==> src/rtl/image_ram_writer.sv <==
// image_ram_writer
// Streams one frame of 12-bit pixels into an image RAM. A valid/ready
// handshake accepts pixels in raster order. Each accepted pixel is written one
// cycle later at address {y, x}.
// Optional build macro: IMAGE_RAM_WRITER_CHECKSUM_EN adds a 16-bit running sum
// of the pixels written in the current frame. Without the macro, checksum is
// tied to zero.
module image_ram_writer #(
  parameter int IMG_W  = 128,
  parameter int IMG_H  = 192,
  parameter int X_BITS = 7,
  parameter int Y_BITS = 8
) (
  input  logic        clk,
  input  logic        rst,
  input  logic        start,
  input  logic        abort,
  input  logic        pix_valid,
  input  logic [11:0] pix_data,
  output logic        pix_ready,
  output logic        wr_en,
  output logic [14:0] wr_addr,
  output logic [11:0] wr_data,
  output logic        busy,
  output logic        frame_done,
  output logic [15:0] checksum
);

  typedef enum logic [1:0] {
    IDLE  = 2'd0,
    WRITE = 2'd1,
    DONE  = 2'd2
  } state_t;

  localparam logic [X_BITS-1:0] X_LAST = X_BITS'(IMG_W - 1);
  localparam logic [Y_BITS-1:0] Y_LAST = Y_BITS'(IMG_H - 1);

  state_t            state, state_next;
  logic [X_BITS-1:0] x, x_next;
  logic [Y_BITS-1:0] y, y_next;
  logic              xfer;

  // The abort cycle never accepts a pixel, so ready drops combinationally.
  assign pix_ready  = (state == WRITE) && !abort;
  assign xfer       = pix_valid && pix_ready;
  assign busy       = (state != IDLE);
  assign frame_done = (state == DONE);

  // State and raster counters register.
  always_ff @(posedge clk) begin
    // NOTE: sequential state uses non-blocking assignments. All registers
    // then update together at the edge, with no ordering race between blocks.
    if (rst) begin
      state <= IDLE;
      x     <= '0;
      y     <= '0;
    end else begin
      state <= state_next;
      x     <= x_next;
      y     <= y_next;
    end
  end

  // Next-state and raster counter advance. The counters wrap at the image
  // edges, so no address outside the image is ever formed.
  always_comb begin
    // NOTE: every output of this block gets a default first. A path that
    // leaves one unassigned would infer a latch.
    state_next = state;
    x_next     = x;
    y_next     = y;
    unique case (state)
      IDLE: begin
        if (start && !abort) begin
          state_next = WRITE;
          x_next     = '0;
          y_next     = '0;
        end
      end
      WRITE: begin
        if (abort) begin
          state_next = IDLE;
          x_next     = '0;
          y_next     = '0;
        end else if (xfer) begin
          if (x == X_LAST) begin
            x_next = '0;
            if (y == Y_LAST) begin
              y_next     = '0;
              state_next = DONE;
            end else begin
              y_next = y + 1'b1;
            end
          end else begin
            x_next = x + 1'b1;
          end
        end
      end
      DONE:    state_next = IDLE;
      default: state_next = IDLE;
    endcase
  end

  // Write port register: one write per accepted pixel, one cycle later.
  always_ff @(posedge clk) begin
    // NOTE: these are plain datapath registers, not a memory array. They are
    // reset so the RAM port reads zero after reset. Reset also drops a write
    // that is still pending.
    if (rst) begin
      wr_en   <= 1'b0;
      wr_addr <= '0;
      wr_data <= '0;
    end else begin
      wr_en <= xfer;
      if (xfer) begin
        wr_addr <= {y, x};
        wr_data <= pix_data;
      end
    end
  end

`ifdef IMAGE_RAM_WRITER_CHECKSUM_EN
  logic [15:0] sum_q;

  // Running frame sum. It is updated at the same edge that raises wr_en, so
  // the total already includes the last pixel when frame_done is high.
  always_ff @(posedge clk) begin
    if (rst) begin
      sum_q <= '0;
    end else if (state == IDLE && start && !abort) begin
      sum_q <= '0;
    end else if (xfer) begin
      sum_q <= sum_q + {4'b0000, pix_data};
    end
  end

  assign checksum = sum_q;
`else
  assign checksum = 16'h0000;
`endif

endmodule
==> config.mk <==
export PLATFORM = sky130hd
export DESIGN_NAME = image_ram_writer
export DESIGN_NICKNAME = d
export VERILOG_FILES = /design/src/rtl/image_ram_writer.sv
export SDC_FILE = /design/constraint.sdc
export NUM_CORES = 1
export LEC_CHECK = 0
export BUFFER_PORTS_ARGS = -buffer_cell sky130_fd_sc_hd__buf_2
export CORE_MARGIN = 5
export CORE_UTILIZATION = 44
export DETAILED_ROUTE_END_ITERATION = 6
export PLACE_DENSITY_LB_ADDON = 0.3
export REMOVE_ABC_BUFFERS = 1
export SYNTH_ARGS = -nofsm -noshare
export SYNTH_HDL_FRONTEND = slang
export SYNTH_SLANG_ARGS = --single-unit
==> constraint.sdc <==
create_clock -name clk -period 1.93 [get_ports clk]
set_input_delay 0.2895 -clock clk [delete_from_list [all_inputs] [get_ports clk]]
set_output_delay 0.2895 -clock clk [all_outputs]
set_load 0.01 [all_outputs]
; After elaboration in Yosys (flattened, before gate mapping)
; Cells that the tools add are included.
[totals]
regBits = 45
in_bits = 17
output_inout_bits = 47
elab_cells = 43
[op_classes]
add_sub_neg = 2
n_eq_ne = 8
muxes = 17
n_reduce_logical = 10
[op_table]
columns = op, count
row1 = two-way mux 8 bit, 5
row2 = two-way mux 7 bit, 4
row3 = case mux 8 bit (2 select lines), 1
row4 = case mux 7 bit (2 select lines), 1
row5 = two-way mux 2 bit, 5
row6 = "adder 8 x 1 -> 8 bit, second input constant", 1
row7 = "equality test 8 bit, second input constant", 1
row8 = AND reduction 4 bit, 2
row9 = "adder 7 x 1 -> 7 bit, second input constant", 1
row10 = "equality test 7 bit, second input constant", 1
row11 = "inequality test 3 x 2 -> 1 bit, second input constant", 2
row12 = case mux 2 bit (2 select lines), 1
row13 = nonzero test 2 bit, 2
row14 = logical AND 1 bit, 3
row15 = "inequality test 3 bit, second input constant", 1
row16 = AND reduction 3 bit, 1
row17 = "equality test 2 x 1 -> 1 bit, second input constant", 1
row18 = "equality test 2 bit, second input constant", 1
row19 = zero test 2 bit, 1
row20 = "inequality test 2 bit, second input constant", 1
row21 = zero test 1 bit, 1

; Depth between registers and ports, before layout
; Gate-level depths: netlist of the first run.
[depth]
ltp_word = 6
ltp_mapped = 7
depth_no_buf = 5

; Least setup slack after synthesis of the first run
; Ideal clock, no wire load.
[synth_path]
path_type = reg2reg
startpoint = register state[0]
endpoint = register y[4]
setup_ns = 0.123
arrival_time_ns = 1.394
t_required_ns = 1.807
path_slack_ns = 0.413
path_stages_with_launch = 5
path_buffers = 0
synth_period_minus_slack_ns = 1.517
path_cell_list = dfxtp_1 or3b_4 a21oi_4 nand3_1 mux2_1
[synth_via]
elab_chain_cells = 5
word_cells_on_any_way = 10
classes_between = eq/ne: 4 / mux: 1 / reduce/logical: 5
[synth_lines]
columns = element, line_no
row1 = start: declaration, 38  ; state_t state, state_next;
row2 = start signal: assignment, 58  ; state <= state_next;
row3 = equality test 2 x 1 -> 1 bit, "44, 72"
row4 = logical AND 1 bit, 44  ; assign pix_ready = (state == WRITE) && !abort;
row5 = logical AND 1 bit, 45  ; assign xfer = pix_valid && pix_ready;
row6 = inequality test 3 bit (no source line), -
row7 = AND reduction 4 bit (no source line), -
row8 = end signal: assignment, 60  ; y <= y_next;
row9 = end: declaration, 40  ; logic [Y_BITS-1:0] y, y_next;
; Several ways; a longest one is shown, not always the timed one.
; A chain may end at the register's enable or synchronous reset.

; Worst setup path in the final report of the first run
[layout_path]
startpoint = register y[1]
endpoint = register y[7]
[layout_via]
elab_chain_cells = 6
word_cells_on_any_way = 7
classes_between = add/sub: 1 / eq/ne: 1 / mux: 5
[layout_lines]
columns = element, line_no
row1 = adder 8 x 1 -> 8 bit / equality test 8 bit (equally long branches), "92, 88"
row2 = two-way mux 8 bit (*), 88  ; if (y == Y_LAST) begin
row3 = two-way mux 8 bit (*), 86  ; if (x == X_LAST) begin
row4 = two-way mux 8 bit (*), 85  ; end else if (xfer) begin
row5 = two-way mux 8 bit (*), 81  ; if (abort) begin
row6 = case mux 8 bit (2 select lines) (*), 72  ; unique case (state)
; Mark *: on every way between the ends. The rest lies on a longest branch, timed or not. The select of a mux whose other input is x is not followed.

==> results of run 1 <==
[area by class of cell]
| cell class | count | area, sq um |
|---|---|---|
| multi-input combinational | 179 | 1000 |
| sequential | 45 | 901 |
| fill | 485 | 2250 |
| tap | 54 | 67.6 |
| timing repair buffer | 57 | 323 |
| clock buffer | 7 | 86.3 |
| inverter | 8 | 30.0 |
[cell usage after synthesis (3+ instances only)]
| master | instances | share of area [%] |
|---|---|---|
| o211ai_1 | 8 | 2.9 |
| nand4_1 | 8 | 2.4 |
| a21oi_1 | 29 | 7.0 |
| nor3_1 | 4 | 0.97 |
| nand2_1 | 60 | 11 |
| a211oi_1 | 3 | 1.1 |
| buf_4 | 20 | 7.3 |
| nand3_1 | 7 | 1.7 |
| xnor2_1 | 5 | 2.1 |
| inv_1 | 8 | 1.5 |
| nor2_1 | 11 | 2.0 |
| dfxtp_1 | 45 | 44 |
| clkbuf_1 | 6 | 1.1 |
[cell families after synthesis]
group | synth area share (%)
fa+ha+maj | 1.21
mux | 1.03
simple gates | 22.9
flops | 43.5
compound gates | 18.2
buf+inv | 10.8
other cells | 0.181
xor+xnor | 2.11
[final timing paths]
path	slack, ps	cells after the start	start	end
setup reg to reg	210	5	y[1]	y[7]
setup / recovery	210	5	y[1]	y[7]
hold reg to reg	450	2	wr_addr[1]	wr_addr[1]
hold / removal	230	3	pix_data[10]	wr_data[10]
[worst min-delay path: cells and delay by family]
family                 cells  cell delay, ps
and+or+nand+nor            1              40
AOI/OAI and AO/OA          1              50
buffers and inverters      1              90
[sequential cells by signal, indices dropped and copies added (netlist names)]
| register | count |
|---|---|
| wr_addr | 15 |
| y | 8 |
| state | 2 |
| wr_en | 1 |
| wr_data | 12 |
| x | 7 |
[routing by layer]
metal / global-route usage [%] / up-vias / share of wire [%]
met1: 17.8 / 779 / 47
met4: 6.64 / 0 / 1.6
met3: 4.36 / 5 / 7.0
met5: 0 / - / 0
met2: 23.8 / 56 / 44
li1: - / 899 / -
[per-stage QoR]
stage / hold slack (ps) / total power [mW]
finish: 225 / 1.64
CTS: 220 / 1.67
floorplan: 359 / 1.02
global placement: 439 / 1.08
global route: 214 / 1.73
detailed placement: 445 / 1.08
[report_power, final]
part	switching (mW)	internal, mW
logic	0.0746	0.0438
registers	0.00658	0.934
clock network	0.301	0.284
==> impl_metrics.toml, run 1 <==
[setup_path]
cpPeakStageDelay_ps = 540
critPathKind = "flip-flop to flip-flop"
crit_path_start_kind = "flip-flop"
endpoint_kind = "flip-flop"
critPathSlowestCell = "o41a_1"
cp_max_fo = 9
path_cells = "ha_1 > nand3_1 > o41a_1 > o211ai_1 > o211ai_1"
worst-endpoint-arrival_ps = 1900
cp_top_family = "compound AO/OA/AOI/OAI gates"
crit_buf_inv = 0
path_common_cell = "o211ai_1"
required_ps = 2100

[clock_network]
clockRootBuffer = "clkbuf_8"
clk_pin_slew_ps = 80
cts_tree = "done"
cts_sinks = 45
h-tree-depth = 2
postCtsResizedCells = 0
clock_latency_ps = 290
cts_hold_buf = 0
cts_made_buffers = 5
cts_max_path_buffers = 2
post_cts_buffers = 0

[synth]
synth.distinct_cells = 38
seq_area_frac_synth_pct = 43.5
synth_flop_cell = "dfxtp_1"
ys.warnings.count = 0
synthArstFlopShare_pct = 0
synth_edf_count = 0
syn_inst = 246
synth_seq_cells = 45
synth_area_sq_mm = 0.00207
syn_avg_cell_area_sq_um = 8.42

[cells_and_area]
fin_area_sq_mm = 0.00241
area_delta_synth_final_pct = 16.4
stdcell_count = 350
fin_nets = 315
layout_commonest_cell = "nand2_1"
utilization_pct = 51.7
final_cell_mix = "nand2_1, buf_2, dfxtp_1, a21oi_1, conb_1"
layout-drive-gt1-share_pct = 25.0
num_antenna_cells = 0

[die]
core_area_sq_mm = 0.00466
rows = 25
die_area_sq_mm = 0.00618
die_y_microns = 78.6
initial_core_util_pct = 44.4
die_w_microns = 78.6
pin_count = 64

[sta]
fmax_mhz = 580
skew_ps = 6.24
rsz0062_at_grt = "false"
setup_slack_ps = 205
timing.final.crit_share_pct = 89.4
fin_crit_ps = 1720
slew_violations = 0
final.setup.tns_ps = 0
hold_violations = 0
setup_violations = 0

[place]
dp_slack_ps = 198
dpl-instance-area_sq_mm = 0.00232
numPortBuffers = 47
place_congestion = 0.830
dp_cells = 343
hpwl_mm = 3.07

[routing]
ant_nets = 0
drtIter0Drc = 75
totalWireLength_mm = 4.37
wl_per_cell_microns = 12.5
dr_total_vias = 1739
drc = 0
viasPerCell = 4.97
first_pass_iters = 4

[pwr]
power.leakage_nw = 0.941
cellPowerDensity_mw_per_mm2 = 682
ir_drop_v = 0.000268

[global_routing]
grt_pass1_vias = 1626
grt_max_degree = 29
grt-ovfl-total = 0
antenna_found_initial = 0
grt_use_total_pct = 14.7
grt_pass1_wl_mm = 7.29

[job]
maxCapViolCount = 0

[hold_path]
hold_path.class = "primary input to flip-flop"

[run_status]
outcome = "completed"
(Power assumes the default switching activity.)
==> run 2, diff against run 1 <==
- MAX_ROUTING_LAYER: default -> met4
- SLEW_MARGIN: default -> 25
==> run 2 against run 1 <==
Effect of this change: utilization unchanged; combinational power about the same; clock skew unchanged; clock power about the same; setup slack got worse by 1.1 ps; fmax about the same; register-to-register slack is essentially flat; largest power group unchanged.
==> impl_metrics.toml, run 2 (synthesized netlist as in run 1, its figures left out) <==
[clock_network]
clockRootBuffer = "clkbuf_8"
cts_made_buffers = 5
cts_tree = "done"
cts_hold_buf = 0
cts_max_path_buffers = 2
h-tree-depth = 2
clock_latency_ps = 290
postCtsResizedCells = 0
clk_pin_slew_ps = 80
post_cts_buffers = 0
cts_sinks = 45

[sta]
hold_violations = 0
fmax_mhz = 579
timing.final.crit_share_pct = 89.4
fin_crit_ps = 1730
setup_violations = 0
slew_violations = 0
rsz0062_at_grt = "false"
final.setup.tns_ps = 0
skew_ps = 6.24

[place]
dpl-instance-area_sq_mm = 0.00232
dp_cells = 343
numPortBuffers = 47
place_congestion = 0.842
hpwl_mm = 3.07

[global_routing]
grt_use_total_pct = 15.1
grt_max_degree = 29
grt_pass1_vias = 1623
grt_pass1_wl_mm = 7.29
antenna_found_initial = 0
grt-ovfl-total = 0

[cells_and_area]
largestRegisters = "wr_addr: 15 flops, wr_data: 12 flops, y: 8 flops"
fin_nets = 315
layout_commonest_cell = "nand2_1"
area_delta_synth_final_pct = 16.4
stdcell_count = 350
num_antenna_cells = 0
final_cell_mix = "nand2_1, buf_2, dfxtp_1, a21oi_1, conb_1"
fin_area_sq_mm = 0.00241
largest_reg_flops = 15
layout-drive-gt1-share_pct = 25.0
regMostFlops = "wr_addr"

[pwr]
power.leakage_nw = 0.941
ir_drop_v = 0.000268
cellPowerDensity_mw_per_mm2 = 683

[routing]
drc = 0
first_pass_iters = 4
dr_total_vias = 1746
totalWireLength_mm = 4.37
viasPerCell = 4.99
ant_nets = 0
drtIter0Drc = 75
wl_per_cell_microns = 12.5

[die]
die_y_microns = 78.6
pin_count = 64
rows = 25
core_area_sq_mm = 0.00466
die_area_sq_mm = 0.00618
initial_core_util_pct = 44.4
die_w_microns = 78.6

[setup_path]
critPathKind = "flip-flop to flip-flop"
worst-endpoint-arrival_ps = 1900
crit_path_start_kind = "flip-flop"
critPathSlowestCell = "o41a_1"
cpPeakStageDelay_ps = 540
required_ps = 2100
path_common_cell = "o211ai_1"
path_cells = "ha_1 > nand3_1 > o41a_1 > o211ai_1 > o211ai_1"
endpoint_kind = "flip-flop"
cp_max_fo = 9

[job]
maxCapViolCount = 0

[hold_path]
hold_path.class = "primary input to flip-flop"

[run_status]
outcome = "completed"
==> run 2: cell counts in the layout (fill, tap and decap cells not counted) <==
Identical to the previous run, type by type.
==> run 2: layout make-up <==
| class | instances | area, sq um |
|---|---|---|
| clock buffer | 7 | 86.3 |
| fill | 485 | 2250 |
| inverter | 8 | 30.0 |
| multi-input combinational | 179 | 1000 |
| sequential | 45 | 901 |
| tap | 54 | 67.6 |
| timing repair buffer | 57 | 323 |
==> run 2: critical path: cells and delay by family, from the launching register on <==
kind	cells	cell delay, ps
compound gates	3	800
fa+ha+maj	1	240
flops	1	400
simple gates	1	150
==> run 2: final timing paths <==
| path | start | endpoint | slack, ps | cells after the start |
|---|---|---|---|---|
| worst max-delay path | y[1] | y[7] | 200 | 5 |
| worst min-delay path | pix_data[10] | wr_data[10] | 230 | 3 |
| worst max register to register | y[1] | y[7] | 200 | 5 |
| worst min register to register | wr_addr[1] | wr_addr[1] | 450 | 2 |
==> run 2: layer usage <==
layer / GRT usage [%] / vias up / share of wire [%]
li1: - / 900 / -
met1: 18.0 / 783 / 47
met2: 23.8 / 56 / 44
met3: 4.13 / 7 / 6.7
met4: 6.64 / 0 / 1.6
met5: - / - / 0
==> run 2: report_power, final <==
group,leakage (nW),switching (mW),internal (mW)
Sequential,0.363,0.00658,0.934
Clock,0.0443,0.301,0.284
Combinational,0.533,0.0746,0.0438
==> run 2: per-stage QoR <==
stage	power [mW]	hold WS [ps]	setup slack, ps	util [%]
after floorplan	1.02	359	243	-
after global placement	1.08	439	236	49.9
after detailed placement	1.08	445	198	49.9
after CTS	1.67	220	210	51.7
after global routing	1.73	214	127	51.7
final	1.64	225	204	51.7
